$ cat config.mk
export PLATFORM = sky130hd
export DESIGN_NAME = logic_cluster
export DESIGN_NICKNAME = d
export VERILOG_FILES = /design/src/rtl/logic_cluster_pkg.sv /design/src/rtl/logic_cluster_cell.sv /design/src/rtl/logic_cluster.sv
export SDC_FILE = /design/constraint.sdc
export NUM_CORES = 1
export LEC_CHECK = 0
export ABC_AREA = 1
export BUFFER_PORTS_ARGS = -buffer_cell sky130_fd_sc_hd__buf_2
export CAP_MARGIN = 20
export CORE_UTILIZATION = 39
export CTS_BUF_LIST = sky130_fd_sc_hd__clkbuf_4 sky130_fd_sc_hd__clkbuf_8
export DETAILED_ROUTE_END_ITERATION = 8
export HOLD_SLACK_MARGIN = 0.15
export PLACE_DENSITY = 0.59
export SYNTH_ARGS = -nofsm -noshare
export SYNTH_HDL_FRONTEND = slang
export SYNTH_SLANG_ARGS = --single-unit
$ cat constraint.sdc
create_clock -name qck -period 1.55 [get_ports qck]
set_input_delay 0.155 -clock qck [delete_from_list [all_inputs] [get_ports qck]]
set_output_delay 0.155 -clock qck [all_outputs]
set_load 0.05 [all_outputs]
$ cat src/rtl/logic_cluster_pkg.sv
// -----------------------------------------------------------------------------
// logic_cluster_pkg
//   Shared definitions for the logic cluster: derived configuration sizes,
//   the configuration-state enum and the field layout of one cell's config
//   slice.
//
//   Cell config slice layout (CELL_CFG bits, LSB first):
//     [NIN-1:0]  per-input inverters, bit k inverts data input k
//     [NIN]      ZINV, inverts the registered output
// -----------------------------------------------------------------------------
package logic_cluster_pkg;

    typedef enum logic [1:0] {
        UNCONF     = 2'd0,  // no frame committed since reset
        RELOAD     = 2'd1,  // new frame shifting in, old config still live
        CONFIGURED = 2'd2   // config live, shift register idle
    } cfg_state_e;

    // Offset of the input-inverter field inside a cell config slice.
    localparam int CFG_INV_LSB = 0;

    // Data inputs per cell.
    function automatic int nin_f(input int sel_bits);
        return 1 << sel_bits;
    endfunction

    // Offset of the ZINV bit inside a cell config slice.
    function automatic int zinv_pos_f(input int sel_bits);
        return nin_f(sel_bits);
    endfunction

    // Width of one cell config slice.
    function automatic int cell_cfg_f(input int sel_bits);
        return nin_f(sel_bits) + 1;
    endfunction

    // Length of the full configuration frame.
    function automatic int cfg_len_f(input int num_cells, input int sel_bits);
        return num_cells * cell_cfg_f(sel_bits);
    endfunction

endpackage

$ cat src/rtl/logic_cluster_cell.sv
// -----------------------------------------------------------------------------
// logic_cluster_cell
//   One logic cell: per-input inverters, 2^SEL_BITS:1 mux, flip-flop with
//   set/clear/enable, cascade input select and output inverter.
//
// Ports
//   qck      in   clock, rising edge
//   qrt      in   synchronous active-high reset
//   run      in   0 while the cluster is unconfigured: CZ forced 0, FF held 0
//   cfg      in   CELL_CFG-bit live config slice (inverters + ZINV)
//   din      in   NIN data inputs
//   sel      in   mux select
//   qen      in   FF load enable
//   qst      in   FF synchronous set
//   qclr     in   FF synchronous clear
//   qds      in   1: FF D from casc_in, 0: from cz
//   casc_in  in   cascade input (previous cell's raw FF, or QDI for cell 0)
//   cz       out  combinational mux output
//   qz       out  FF output after ZINV
//   ff_q     out  raw FF value, feeds the next cell's cascade
// -----------------------------------------------------------------------------
module logic_cluster_cell
    import logic_cluster_pkg::*;
#(
    parameter int SEL_BITS = 2
) (
    input  logic                          qck,
    input  logic                          qrt,
    input  logic                          run,
    input  logic [cell_cfg_f(SEL_BITS)-1:0] cfg,
    input  logic [nin_f(SEL_BITS)-1:0]    din,
    input  logic [SEL_BITS-1:0]           sel,
    input  logic                          qen,
    input  logic                          qst,
    input  logic                          qclr,
    input  logic                          qds,
    input  logic                          casc_in,
    output logic                          cz,
    output logic                          qz,
    output logic                          ff_q
);

    localparam int NIN  = nin_f(SEL_BITS);
    localparam int ZINV = zinv_pos_f(SEL_BITS);

    logic [NIN-1:0] din_inv;
    logic           ff_d;

    assign din_inv = din ^ cfg[CFG_INV_LSB +: NIN];

    // A variable index over a 2^SEL_BITS vector synthesises to the mux tree.
    assign cz   = run & din_inv[sel];
    assign ff_d = qds ? casc_in : cz;

    // Priority: reset / unconfigured > set > clear > load > hold.
    // NOTE: sequential state uses non-blocking assignments so every FF in the
    // cluster samples pre-edge values, which the cascade chain relies on.
    always_ff @(posedge qck) begin
        if (qrt || !run) begin
            ff_q <= 1'b0;
        end else if (qst) begin
            ff_q <= 1'b1;
        end else if (qclr) begin
            ff_q <= 1'b0;
        end else if (qen) begin
            ff_q <= ff_d;
        end
    end

    // ZINV is applied after the FF, so a commit changes qz without an FF update.
    assign qz = ff_q ^ cfg[ZINV];

endmodule

$ cat src/rtl/logic_cluster.sv
// -----------------------------------------------------------------------------
// logic_cluster
//   Cluster of NUM_CELLS logic cells sharing a serial configuration chain.
//   Config bits shift into sr; once CFG_LEN enabled shifts have accumulated
//   the frame is copied into active_cfg in one edge, so the cells never see a
//   partially loaded frame.
//
// Ports
//   qck       in   clock, rising edge
//   qrt       in   synchronous active-high reset
//   cfg_en    in   shift one config bit this cycle
//   cfg_di    in   serial config data in
//   cfg_do    out  serial config data out (shift-register MSB)
//   cfg_done  out  one-cycle pulse after the frame is committed
//   din       in   NUM_CELLS*NIN data inputs, cell i uses din[i*NIN +: NIN]
//   sel       in   NUM_CELLS*SEL_BITS selects, cell i uses sel[i*SEL_BITS +: SEL_BITS]
//   qen       in   per-cell FF enable
//   qst       in   per-cell FF synchronous set
//   qclr      in   per-cell FF synchronous clear
//   qds       in   per-cell FF D source: 1 cascade, 0 cz
//   qdi       in   cascade input into cell 0
//   cz        out  per-cell combinational mux outputs
//   qz        out  per-cell registered outputs
// -----------------------------------------------------------------------------
module logic_cluster
    import logic_cluster_pkg::*;
#(
    parameter int NUM_CELLS = 4,
    parameter int SEL_BITS  = 2
) (
    input  logic                                  qck,
    input  logic                                  qrt,
    input  logic                                  cfg_en,
    input  logic                                  cfg_di,
    output logic                                  cfg_do,
    output logic                                  cfg_done,
    input  logic [NUM_CELLS*nin_f(SEL_BITS)-1:0]  din,
    input  logic [NUM_CELLS*SEL_BITS-1:0]         sel,
    input  logic [NUM_CELLS-1:0]                  qen,
    input  logic [NUM_CELLS-1:0]                  qst,
    input  logic [NUM_CELLS-1:0]                  qclr,
    input  logic [NUM_CELLS-1:0]                  qds,
    input  logic                                  qdi,
    output logic [NUM_CELLS-1:0]                  cz,
    output logic [NUM_CELLS-1:0]                  qz
);

    localparam int NIN      = nin_f(SEL_BITS);
    localparam int CELL_CFG = cell_cfg_f(SEL_BITS);
    localparam int CFG_LEN  = cfg_len_f(NUM_CELLS, SEL_BITS);
    localparam int CNT_W    = $clog2(CFG_LEN);

    logic [CFG_LEN-1:0]   sr;
    logic [CFG_LEN-1:0]   sr_next;
    logic [CFG_LEN-1:0]   active_cfg;
    logic [CNT_W-1:0]     bit_cnt;
    logic                 commit;
    logic                 run;
    cfg_state_e           state;
    cfg_state_e           state_next;
    logic [NUM_CELLS-1:0] ff_q;
    logic [NUM_CELLS-1:0] casc;

    // ---------------------------------------------------------------- config chain
    assign sr_next = {sr[CFG_LEN-2:0], cfg_di};
    assign commit  = cfg_en && (bit_cnt == CNT_W'(CFG_LEN - 1));
    assign cfg_do  = sr[CFG_LEN-1];

    always_ff @(posedge qck) begin
        if (qrt) begin
            sr         <= '0;
            bit_cnt    <= '0;
            active_cfg <= '0;
            cfg_done   <= 1'b0;
        end else begin
            cfg_done <= commit;
            if (cfg_en) begin
                sr      <= sr_next;
                bit_cnt <= commit ? '0 : bit_cnt + 1'b1;
            end
            // Capture the shifted value so the last bit lands in the same edge.
            if (commit) begin
                active_cfg <= sr_next;
            end
        end
    end

    // ---------------------------------------------------------------- FSM
    always_ff @(posedge qck) begin
        if (qrt) begin
            state <= UNCONF;
        end else begin
            state <= state_next;
        end
    end

    // NOTE: every comb output gets a default before the case so no path
    // leaves it unassigned and no latch is inferred.
    always_comb begin
        state_next = state;
        case (state)
            UNCONF:     if (commit) state_next = CONFIGURED;
            CONFIGURED: if (commit) state_next = CONFIGURED;
                        else if (cfg_en) state_next = RELOAD;
            RELOAD:     if (commit) state_next = CONFIGURED;
            default:    state_next = UNCONF;
        endcase
    end

    // Cells keep running on the old active_cfg throughout RELOAD.
    always_comb begin
        run = 1'b0;
        case (state)
            CONFIGURED, RELOAD: run = 1'b1;
            default:            run = 1'b0;
        endcase
    end

    // ---------------------------------------------------------------- cells
    for (genvar g = 0; g < NUM_CELLS; g++) begin : g_cell
        // The cascade taps the raw FF of the previous cell, not its qz.
        if (g == 0) begin : g_head
            assign casc[g] = qdi;
        end else begin : g_link
            assign casc[g] = ff_q[g-1];
        end

        logic_cluster_cell #(
            .SEL_BITS (SEL_BITS)
        ) u_cell (
            .qck     (qck),
            .qrt     (qrt),
            .run     (run),
            .cfg     (active_cfg[g*CELL_CFG +: CELL_CFG]),
            .din     (din[g*NIN +: NIN]),
            .sel     (sel[g*SEL_BITS +: SEL_BITS]),
            .qen     (qen[g]),
            .qst     (qst[g]),
            .qclr    (qclr[g]),
            .qds     (qds[g]),
            .casc_in (casc[g]),
            .cz      (cz[g]),
            .qz      (qz[g]),
            .ff_q    (ff_q[g])
        );
    end

endmodule

Yosys cells after proc, flatten, opt, wreduce, memory -nomap -nowiden
Index checks and enable logic that the tools add are counted.
Operators by class
  $add $sub $neg: 1
  magnitude comparators: 4
  equal/unequal tests: 5
  multiplexer cells: 30
  bitwise gates (word level): 12
  reductions and logical operators: 11
Operators with widths (number)
  2-to-1 mux 1 bit: 21
  XOR 4 bit: 4
  < comparator 2 x 3 -> 1 bit, second input constant: 4
  nonzero test 3 bit: 4
  binary-select mux 1 bit (select 2 bit): 4
  2-to-1 mux 2 bit: 3
  adder 5 x 1 -> 5 bit, second input constant: 1
  == test 5 bit, second input constant: 1
  2-to-1 mux 5 bit: 1
  AND 1 bit: 4
  case mux 2 bit (2 select lines): 1
  OR reduction 2 bit: 2
  XOR 1 bit: 4
  != test 3 bit, second input constant: 1
  == test 2 x 1 -> 1 bit, second input constant: 1
  == test 2 bit, second input constant: 1
  zero test 2 bit: 1
  != test 2 x 1 -> 1 bit, second input constant: 1
  AND reduction 2 bit: 1
  logical AND 1 bit: 1
  zero test 1 bit: 1
  logical OR 1 bit: 1
Storage, ports and cells
  bits in registers: 52
  bits of input ports: 45
  output and inout bits: 10
  word-level logic and storage cells: 72

Longest topological paths before layout
Gate-level depths: netlist (run 1).
  depth after elaboration: 8
  mapped depth: 9
  mapped depth without buffers: 9

Hierarchy
From an unflattened synthesis (run 1), not the netlist that was laid out.
Second synthesis, totals
  cell total of the unflattened synthesis: 374
  area total of the unflattened synthesis: 2698.8 µm²
By module, submodules not included
  logic_cluster: instances 1, cells each 218, area an instance 1828.0 µm², seq. area each 960.9 µm²
  logic_cluster_cell: instances 4, cells each 39, area an instance 217.7 µm², seq. area each 20.0 µm²

Least setup slack after synthesis (run 1)
No wires, ideal clock.
  kind: register -> register
  start: register state[0]
  end: register state[1]
  data arrival time: 1.251 ns
  slack: 0.233 ns
  cell stages (with the launch flop): 9
  cell sequence: dfxtp_1 > inv_1 > ha_1 > or2_2 > nand2_2 > nand2_2 > nor2_2 > o21ai_1 > a21oi_2
On the way
  cells in the longest elaborated chain, start to end: 4
RTL lines
  start: declaration: line logic_cluster.sv:59  | cfg_state_e state;
  start signal: assignment: line logic_cluster.sv:93  | state <= state_next;
  == test 2 x 1 -> 1 bit or zero test 2 bit (tied branches): line logic_cluster.sv:101  | case (state)
  OR reduction 2 bit (no line)
  != test 2 x 1 -> 1 bit (no line)
  AND reduction 2 bit (no line)
Parallel ways exist; a longest one is shown, timed or not.
A chain may end at the register's enable or synchronous reset.

Final worst setup path (run 1)
  start: register state[1]
  end: output cz[1]
On the way
  cells in the longest elaborated chain, start to end: 4
RTL lines
  == test 2 bit or == test 2 x 1 -> 1 bit (tied branches): line logic_cluster.sv:113  | case (state)
  OR reduction 2 bit *: line logic_cluster.sv:113
  2-to-1 mux 1 bit *: line logic_cluster.sv:113
  AND 1 bit *: line logic_cluster_cell.sv:52  | assign cz = run & din_inv[sel];
  end: declaration: line logic_cluster.sv:44  | output logic [NUM_CELLS-1:0] cz,
Mark *: on every way between the ends. The rest lies on a longest branch, timed or not.

==> metrics.txt, run 1 <==
outcome finished, final reports clean; count of final setup violators 0; worst-path fanout max 5; complex-gate fraction of the synthesized area 12.5%; gr ovfl total 0; register area share after synthesis 41.5%; most frequent cells in the layout 67 x nand2_1, 54 x inv_1, 53 x nor2_1; fmax 0.660 GHz; Pre-antenna DRT Iters 4; largest family of logic cells by synthesized area simple AND/OR/NAND/NOR gates; clock root buffer clkbuf_8; ANT cells 0; first-pass GRT wire length 9.04 mm; max_cap viols 0; Worst EP arrival 1.36 ns; initial core utilization 41.4%; FFs w/ async S/R, synth 0%; vias in the first global route 2,181; Synth warnings 0; commonest non-fill, non-tap cell in the layout nand2_1; period utilization 97.7%; Final GP Congestion 0.736; largest net degree at the start of global routing 17; DIE HEIGHT 82.2 um; VDD IR-drop max 0.414 mV; critical path type register to output port; Main synth FF type dfxtp_1; post-layout min period 1.51 ns; Avg WL per Cell 10.6 um; Slew Viols, Final 0; Placement Rows 28; Util after Layout 52.1%; number of synthesized flops with an enable pin 0; CP required 1.39 ns; Vias 2,319; TritonCTS buffer count 5; CTS tree yes; Die ar. 6760 sq um; port bufs 54; worst rel slew slack 74.6%; crit end category output port; post-synthesis simple-gate area fraction 28.3%; Global Route Usage Sum 17.5%; clock network latency to the later pin of the worst-skew pair 0.31 ns; power per cell area 790 nW/um^2; share of layout cells above drive strength 1 22.6%; Nets 478; P_leak 1.51 nW; Total Routed Length 5.33 mm; via/cell ratio 4.60; Worst-path clk slew 0.09 ns; syn_area_per_cell 6.94 sq um; antenna violations before repair 0; Hold Violations, Final 0; post-synth cell types 27; post-synthesis xor/xnor area fraction 1.74%; # IOs 55; die width 82.2 um; Final Total Pwr 2.49 mW; RSZ-0062 raised after global routing true; Worst-Margin Slew 0.380 ns; worst-case clock buffer depth 2; Synthesized Nets 412; core area 6060 sq um; dpl cell area 2820 sq um; dpl hpwl 3.89 mm; Final ANT Viol Nets 0; CTS H-tree depth 2; CTS sink cnt 52; kind of start point of the critical path register; Tightest Hold Check Type input port to register; Syn-to-layout area delta 25.7%; DRC Markers 0; Synth Area in Adders 2.49%; drt first-iter violations 65; Yosys reg bits 52; Syn Inst Count 362; mux contribution to synthesized area 0%; Cell Area, Synth 2510 sq um; clk_skew 0.0114 ns; Setup TNS 0 ns; Design Area, Final 3160 sq um
## repair_timing
item	in CTS	in global routing
gates cloned	0	0
setup buffers	2	3
pin swaps	1	5
hold buffers	10	0
gates resized for setup	15	16
endpoints found under the setup margin	5	5
endpoints found under the hold margin	8	0
## path summary, 6_finish.rpt
kind	startpoint	endpoint	slack [ns]	cells after the start
min reg2reg	sr[2]	active_cfg[3]	0.47	2
min	qds[1]	g_cell[1].u_cell.ff_q	0.15	4
max reg2reg	state[0]	state[1]	0.12	8
max	state[1]	cz[1]	0.04	5
## sequential cells by signal (all words and copies together) (netlist names)
name and flops:
cfg_done 1, bit_cnt 5, sr 20, g_cell.u_cell.ff_q 4, active_cfg 20, state 2
## power by group
group | switching [mW] | internal, mW | total, mW | leakage [nW]
Combinational | 0.152 | 0.124 | 0.276 | 1.03
Sequential | 0.0261 | 1.37 | 1.40 | 0.425
Clock | 0.439 | 0.381 | 0.820 | 0.0479
Total | 0.617 | 1.88 | 2.49 | 1.51
## cell usage after synthesis, types with 4 or more instances
| master | number | area [sq um] |
|---|---|---|
| nand3_1 | 28 | 140 |
| xor2_1 | 5 | 43.8 |
| inv_1 | 60 | 225 |
| ha_1 | 5 | 62.6 |
| nand3b_1 | 4 | 30.0 |
| o21ai_0 | 39 | 195 |
| dfxtp_1 | 52 | 1040 |
| clkbuf_1 | 5 | 18.8 |
| buf_4 | 8 | 60.1 |
| a21oi_1 | 13 | 65.1 |
| nand2_1 | 67 | 251 |
| nor2_1 | 53 | 199 |
## cells by family after synthesis
group	Yosys count
AOI/OAI and AO/OA	59
and+or+nand+nor	163
adders and majority gates	5
DFF	52
xor gates and xnor gates	5
buffers and inverters	78
## routing by layer
layer / up-vias / track usage, % / routed length, um / share of wire (%)
met5: - / 0 / 0 / 0
met4: 0 / 7.37 / 92 / 1.7
met3: 8 / 2.64 / 135 / 2.5
met2: 33 / 30.2 / 2430 / 46
met1: 1031 / 21.5 / 2670 / 50
li1: 1247 / - / - / -
## metrics by stage
stage          setup WS (ns)  hold WS, ns  instances
2_1_floorplan          0.233        0.217        362
3_3_place_gp          0.0639        0.376        481
3_5_place_dp         -0.0360        0.384        481
4_1_cts              -0.0244        0.153        501
5_1_grt              -0.0197        0.170        504
6_report              0.0356        0.149        504
## worst max-delay path, stage by stage, from the launching register on
cell,delay (ns)
dfxtp_2,0.35
inv_2,0.05
ha_4,0.35
nand3_2,0.10
inv_2,0.07
buf_8,0.13
## layout make-up
type / count / area [sq um]
fillers: 599 / 2900
multi-input cells: 232 / 1190
flip-flops and latches: 52 / 1040
repair buffers: 76 / 500
inverters: 61 / 229
well taps: 75 / 93.8
clock buffers: 7 / 90.1
clock inverters: 1 / 7.51
No activity file was read; power rests on OpenSTA's default activity.
==> run 2, diff against run 1 <==
--- a/config.mk
+++ b/config.mk
@@ -8,11 +8,11 @@
 export ABC_AREA = 1
 export BUFFER_PORTS_ARGS = -buffer_cell sky130_fd_sc_hd__buf_2
 export CAP_MARGIN = 20
-export CORE_UTILIZATION = 39
+export CORE_UTILIZATION = 30
 export CTS_BUF_LIST = sky130_fd_sc_hd__clkbuf_4 sky130_fd_sc_hd__clkbuf_8
 export DETAILED_ROUTE_END_ITERATION = 8
 export HOLD_SLACK_MARGIN = 0.15
-export PLACE_DENSITY = 0.59
+export PLACE_DENSITY = 0.47
 export SYNTH_ARGS = -nofsm -noshare
 export SYNTH_HDL_FRONTEND = slang
 export SYNTH_SLANG_ARGS = --single-unit
==> constraint.sdc (replaced) <==
create_clock -name qck -period 1.96 [get_ports qck]
set_input_delay 0.196 -clock qck [delete_from_list [all_inputs] [get_ports qck]]
set_output_delay 0.196 -clock qck [all_outputs]
set_load 0.05 [all_outputs]
==> metrics.txt, run 2 (synthesis gave the netlist of run 1 again) <==
outcome finished, final reports clean; Worst-Margin Slew 0.501 ns (+0.121 ns); CTS tree yes; wire length on met3 175 um (+30%); Pre-antenna DRT Iters 4 (unchanged); dpl cell area 2820 sq um (+0.27%); largest net degree at the start of global routing 25 (+8); commonest non-fill, non-tap cell in the layout nand2_1; core area 8180 sq um (+35%); final worst slack 0.137 ns (+0.102 ns); die width 93.5 um (+14%); period utilization 93.0%; gr ovfl total 0 (unchanged); CP top delay family adder cells; Comb power frac 10.5% (-0.6 points); top routing layer in use met4; Die ar. 8740 sq um (+29%); antenna violations before repair 0 (unchanged); CTS sink cnt 52 (unchanged); Fill cells 929 (+55%); Total Routed Length 5.41 mm (+1.5%); # IOs 55 (unchanged); power per cell area 642 nW/um^2 (-19%); CP required 1.76 ns (+0.37 ns); Top Registers active_cfg x20, sr x20, bit_cnt x5; placed cells 507 (+5.4%); ANT cells 0 (unchanged); post-layout min period 1.82 ns; sw power 0.477 mW (-23%); Post-CTS Setup Repair Bufs 0 (-2); most frequent cells in the layout 67 x nand2_1, 60 x inv_1, 53 x nor2_1; clk_skew 0.00762 ns (-0.00383 ns); Cell Count, Final, Fillers Out 517 (+2.6%); Placement Rows 33 (+18%); DIE HEIGHT 93.5 um (+14%); Setup TNS 0 ns (unchanged); RSZ-0062 raised after global routing false; kind of start point of the critical path register; fmax 0.549 GHz; max_cap viols 0 (unchanged); Design Area, Final 2950 sq um (-6.7%); Pint 1.41 mW (-25%); critical-path cell list inv_1 -> ha_2 -> nand3_1 -> inv_1 -> buf_2; first-pass GRT wire length 9.23 mm (+2.1%); Util after Layout 36.0% (-16 points); share of layout cells above drive strength 1 18.2% (-4.4 points); drt first-iter violations 75 (+15%); clock network latency to the later pin of the worst-skew pair 0.30 ns (about the same); TritonCTS buffer count 5 (unchanged); critical path type register to output port; Worst EP arrival 1.63 ns (+0.27 ns); worst-case clock buffer depth 2 (unchanged); CTS H-tree depth 2 (unchanged); Vias 2,245 (-3.2%); Nets 462 (-3.3%); Final GP Congestion 0.728 (-1.1%); dpl ws 0.263 ns (+0.299 ns); slowest CP cell ha_2; Critical Path Most Common Cell inv_1; crit end category output port; Net Sw Frac 25.2% (+0.49 points); via/cell ratio 4.34 (-5.6%); worst rel slew slack 66.5% (-8.1 points); Avg WL per Cell 10.5 um (-1.0%); DR WL met2 2.58 mm (+6.1%); VDD IR-drop max 0.246 mV (-41%); Seq pwr share 58.5% (+2.4 points); count of final setup violators 0 (unchanged); Global Route Usage Sum 13.2% (-4.3 points); Tightest Hold Check Type input port to register; Hold Violations, Final 0 (unchanged); initial core utilization 30.7% (-11 points); vias in the first global route 2,100 (-3.7%); DRC Markers 0 (unchanged); port bufs 54 (unchanged); Worst-path clk slew 0.09 ns (about the same); worst-path fanout max 5 (unchanged); dpl hpwl 3.99 mm (+2.6%); clock share of power 31.0% (-1.9 points); P_leak 1.42 nW (-5.9%); Final Total Pwr 1.89 mW (-24%); Final Hold Slack 0.158 ns (+0.00972 ns); clock root buffer clkbuf_8; Slew Viols, Final 0 (unchanged); Critical path buffers and inverters 3 (unchanged); Final ANT Viol Nets 0 (unchanged); post-route met1 wirelength 2.64 mm (-0.90%); slowest stage delay, CP 0.42 ns (+0.07 ns); Syn-to-layout area delta 17.3%
==> run 2: cell types whose count changed in the layout (fill, tap and decap cells not counted), sizes merged <==
cell         before  now
buf              66   54
clkbuf            7    8
clkinv            0    1
dlygate4sd3      10    3
==> run 2: worst paths after layout <==
| path | from | end | slack, ns | depth (start not counted) |
|---|---|---|---|---|
| worst max register to register | state[1] | g_cell[3].u_cell.ff_q | 0.37 | 6 |
| worst min-delay path | qclr[1] | g_cell[1].u_cell.ff_q | 0.16 | 4 |
| worst max-delay path | state[1] | cz[3] | 0.14 | 5 |
| worst min register to register | sr[18] | active_cfg[19] | 0.45 | 2 |
==> run 2: layout make-up <==
type	instances	area [sq um]	area share (%)
multi-input combinational	232	1130	38.4
sequential	52	1040	35.3
timing repair buffer	60	330	11.2
inverter	61	229	7.77
tap	105	131	4.46
clock buffer	5	68.8	2.34
clock inverter	2	12.5	0.425
==> run 2: metal layers <==
metal	GRT usage (%)	vias to the layer above
met4	3.46	0
met5	0	-
met1	16.9	997
li1	-	1215
met3	2.60	2
met2	22.4	31
==> run 2: worst min-delay path: cells and delay by family <==
family / cells / cell delay (ns)
AO/OA/AOI/OAI: 2 / 0.08
buffers and inverters: 1 / 0.09
AND/OR/NAND/NOR: 1 / 0.05
==> run 2: power groups by stage <==
| stage | Sequential [mW] | Clock, mW | Combinational, mW |
|---|---|---|---|
| floorplan | 1.13 | 0 | 0.109 |
| global placement | 1.13 | 0 | 0.197 |
| detailed placement | 1.13 | 0 | 0.198 |
| CTS | 1.11 | 0.624 | 0.204 |
| global route | 1.11 | 0.655 | 0.233 |
| finish | 1.11 | 0.586 | 0.199 |
==> run 2: repair_timing <==
action | 4_1_cts | 5_1_grt
hold buffers | 3 | 0
setup endpoints to repair | 1 | 3
resized for setup | 1 | 3
hold endpoints to repair | 4 | 0
==> run 3, diff against run 2 <==
--- a/config.mk
+++ b/config.mk
@@ -8,11 +8,11 @@
 export ABC_AREA = 1
 export BUFFER_PORTS_ARGS = -buffer_cell sky130_fd_sc_hd__buf_2
 export CAP_MARGIN = 20
-export CORE_UTILIZATION = 30
+export CORE_UTILIZATION = 60
 export CTS_BUF_LIST = sky130_fd_sc_hd__clkbuf_4 sky130_fd_sc_hd__clkbuf_8
 export DETAILED_ROUTE_END_ITERATION = 8
 export HOLD_SLACK_MARGIN = 0.15
-export PLACE_DENSITY = 0.47
+export PLACE_DENSITY = 0.85
 export SYNTH_ARGS = -nofsm -noshare
 export SYNTH_HDL_FRONTEND = slang
 export SYNTH_SLANG_ARGS = --single-unit
==> metrics.txt, run 3 (synthesis gave the netlist of run 1 again) <==
met2 Track Usage GR 40.0% (+18 points); worst-case clock buffer depth 2 (unchanged); Worst EP arrival 1.65 ns (+0.02 ns); Multi-input gate area 1130 sq um (unchanged); Fill cells 334 (-64%); busiest grt layer met2; Placement Rows 23 (-30%); Die ar. 4450 sq um (-49%); VDD IR-drop max 0.540 mV (+120%); Final GP Congestion 0.823 (+13%); Total Routed Length 5.01 mm (-7.4%); DIE HEIGHT 66.7 um (-29%); Syn-to-layout area delta 14.6%; Tightest Hold Check Type input port to register; CTS H-tree depth 2 (unchanged); core area 4000 sq um (-51%); met3 usage 4.62% (+2.0 points); slowest stage delay, CP 0.41 ns (about the same); share of layout cells above drive strength 1 18.5% (+0.29 points); Nets 460 (-0.43%); Critical path buffers and inverters 3 (unchanged); via/cell ratio 5.00 (+15%); Post-CTS Setup Repair Bufs 0 (unchanged); antenna violations before repair 0 (unchanged); Hold Violations, Final 0 (unchanged); post-layout min period 1.85 ns (+0.0258 ns); power per cell area 704 nW/um^2 (+9.6%); max_cap viols 0 (unchanged); largest net degree at the start of global routing 25 (unchanged); # IOs 55 (unchanged); clock network latency to the later pin of the worst-skew pair 0.30 ns (about the same); critical path type register to output port; clk_skew 0.00741 ns (-0.000202 ns); Critical Path Most Common Cell inv_1; worst rel slew slack 67.4% (+0.87 points); Pre-antenna DRT Iters 4 (unchanged); first-pass GRT wire length 8.09 mm (-12%); Slew Viols, Final 0 (unchanged); kind of start point of the critical path register; crit end category output port; clock root buffer clkbuf_8; outcome finished, final reports clean; CP top delay family buffers and inverters; slowest CP cell ha_2; initial core utilization 62.8% (+32 points); placed cells 452 (-11%); TritonCTS buffer count 5 (unchanged); count of final setup violators 0 (unchanged); Cell Count, Final, Fillers Out 461 (-11%); Final ANT Viol Nets 0 (unchanged); die width 66.7 um (-29%); ANT cells 0 (unchanged); Global Route Usage Sum 24.3% (+11 points); CTS sink cnt 52 (unchanged); gr ovfl total 0 (unchanged); commonest non-fill, non-tap cell in the layout nand2_1; fmax 0.541 GHz (-1.4%); P_leak 1.43 nW (+0.88%); Worst-Margin Slew 0.488 ns (-0.0130 ns); CTS tree yes; worst-path fanout max 5 (unchanged); Top Registers active_cfg x20, sr x20, bit_cnt x5; critical-path cell list inv_1 -> ha_2 -> nand3_1 -> inv_1 -> buf_2; Setup TNS 0 ns (unchanged); period utilization 94.3% (+1.3 points); vias in the first global route 1,919 (-8.6%); drt first-iter violations 78 (+4.0%); Util after Layout 72.0% (+36 points); RSZ-0062 raised after global routing false; port bufs 54 (unchanged); global-route track usage on met1 31.3% (+14 points); Worst-path clk slew 0.09 ns (about the same); most frequent cells in the layout 67 x nand2_1, 60 x inv_1, 54 x buf_2; Vias 2,305 (+2.7%); dpl hpwl 3.70 mm (-7.3%); Final Hold Slack 0.167 ns (+0.00825 ns); DRC Markers 0 (unchanged); CP required 1.76 ns (about the same); Seq. cell area 1040 sq um (unchanged); Avg WL per Cell 10.9 um (+3.9%)
## run 3: changes by cell type in the layout (fill, tap and decap cells not counted), sizes merged
| cell | change |
|---|---|
| buf | +3 |
| bufinv | +1 |
| clkbuf | -2 |
| clkinvlp | -1 |
| dlygate4sd3 | -2 |
## run 3: what timing repair did
item | CTS | global route
endpoints found under the hold margin | 2 | 0
hold buffers | 1 | 0
endpoints found under the setup margin | 0 | 4
resized for setup | 0 | 1
## run 3: cell type report
type / count / share of cell area (%)
timing repair buffer: 58 / 10.5
tap: 50 / 2.17
clock inverter: 2 / 1.22
sequential: 52 / 36.2
multi-input combinational: 232 / 39.3
clock buffer: 6 / 2.65
inverter: 61 / 7.95
## run 3: routing by layer
layer | up-vias | wire length [um]
li1 | 1214 | -
met1 | 1020 | 2380
met2 | 63 | 2300
met3 | 8 | 265
met4 | 0 | 63
met5 | - | 0
## run 3: report_power, final
part | total [mW] | internal (mW) | leakage [nW] | switching, mW
sequential | 1.11 | 1.09 | 0.424 | 0.0226
combinational | 0.196 | 0.0837 | 0.948 | 0.112
clock | 0.723 | 0.393 | 0.0586 | 0.330
## run 3: through the flow
step	setup slack [ns]	area [sq um]	power, mW
2_1_floorplan	0.643	2510	1.24
3_3_place_gp	0.477	2760	1.32
3_5_place_dp	0.414	2760	1.32
4_1_cts	0.0691	2880	2.03
5_1_grt	0.0300	2880	2.11
6_report	0.112	2880	2.03
## run 3: worst paths after layout
| path | to | cells after the start | startpoint | slack [ns] |
|---|---|---|---|---|
| max | cz[3] | 5 | state[0] | 0.11 |
| min | state[1] | 2 | qrt | 0.17 |
| max reg2reg | active_cfg[2] | 7 | bit_cnt[0] | 0.42 |
| min reg2reg | active_cfg[19] | 2 | sr[18] | 0.48 |
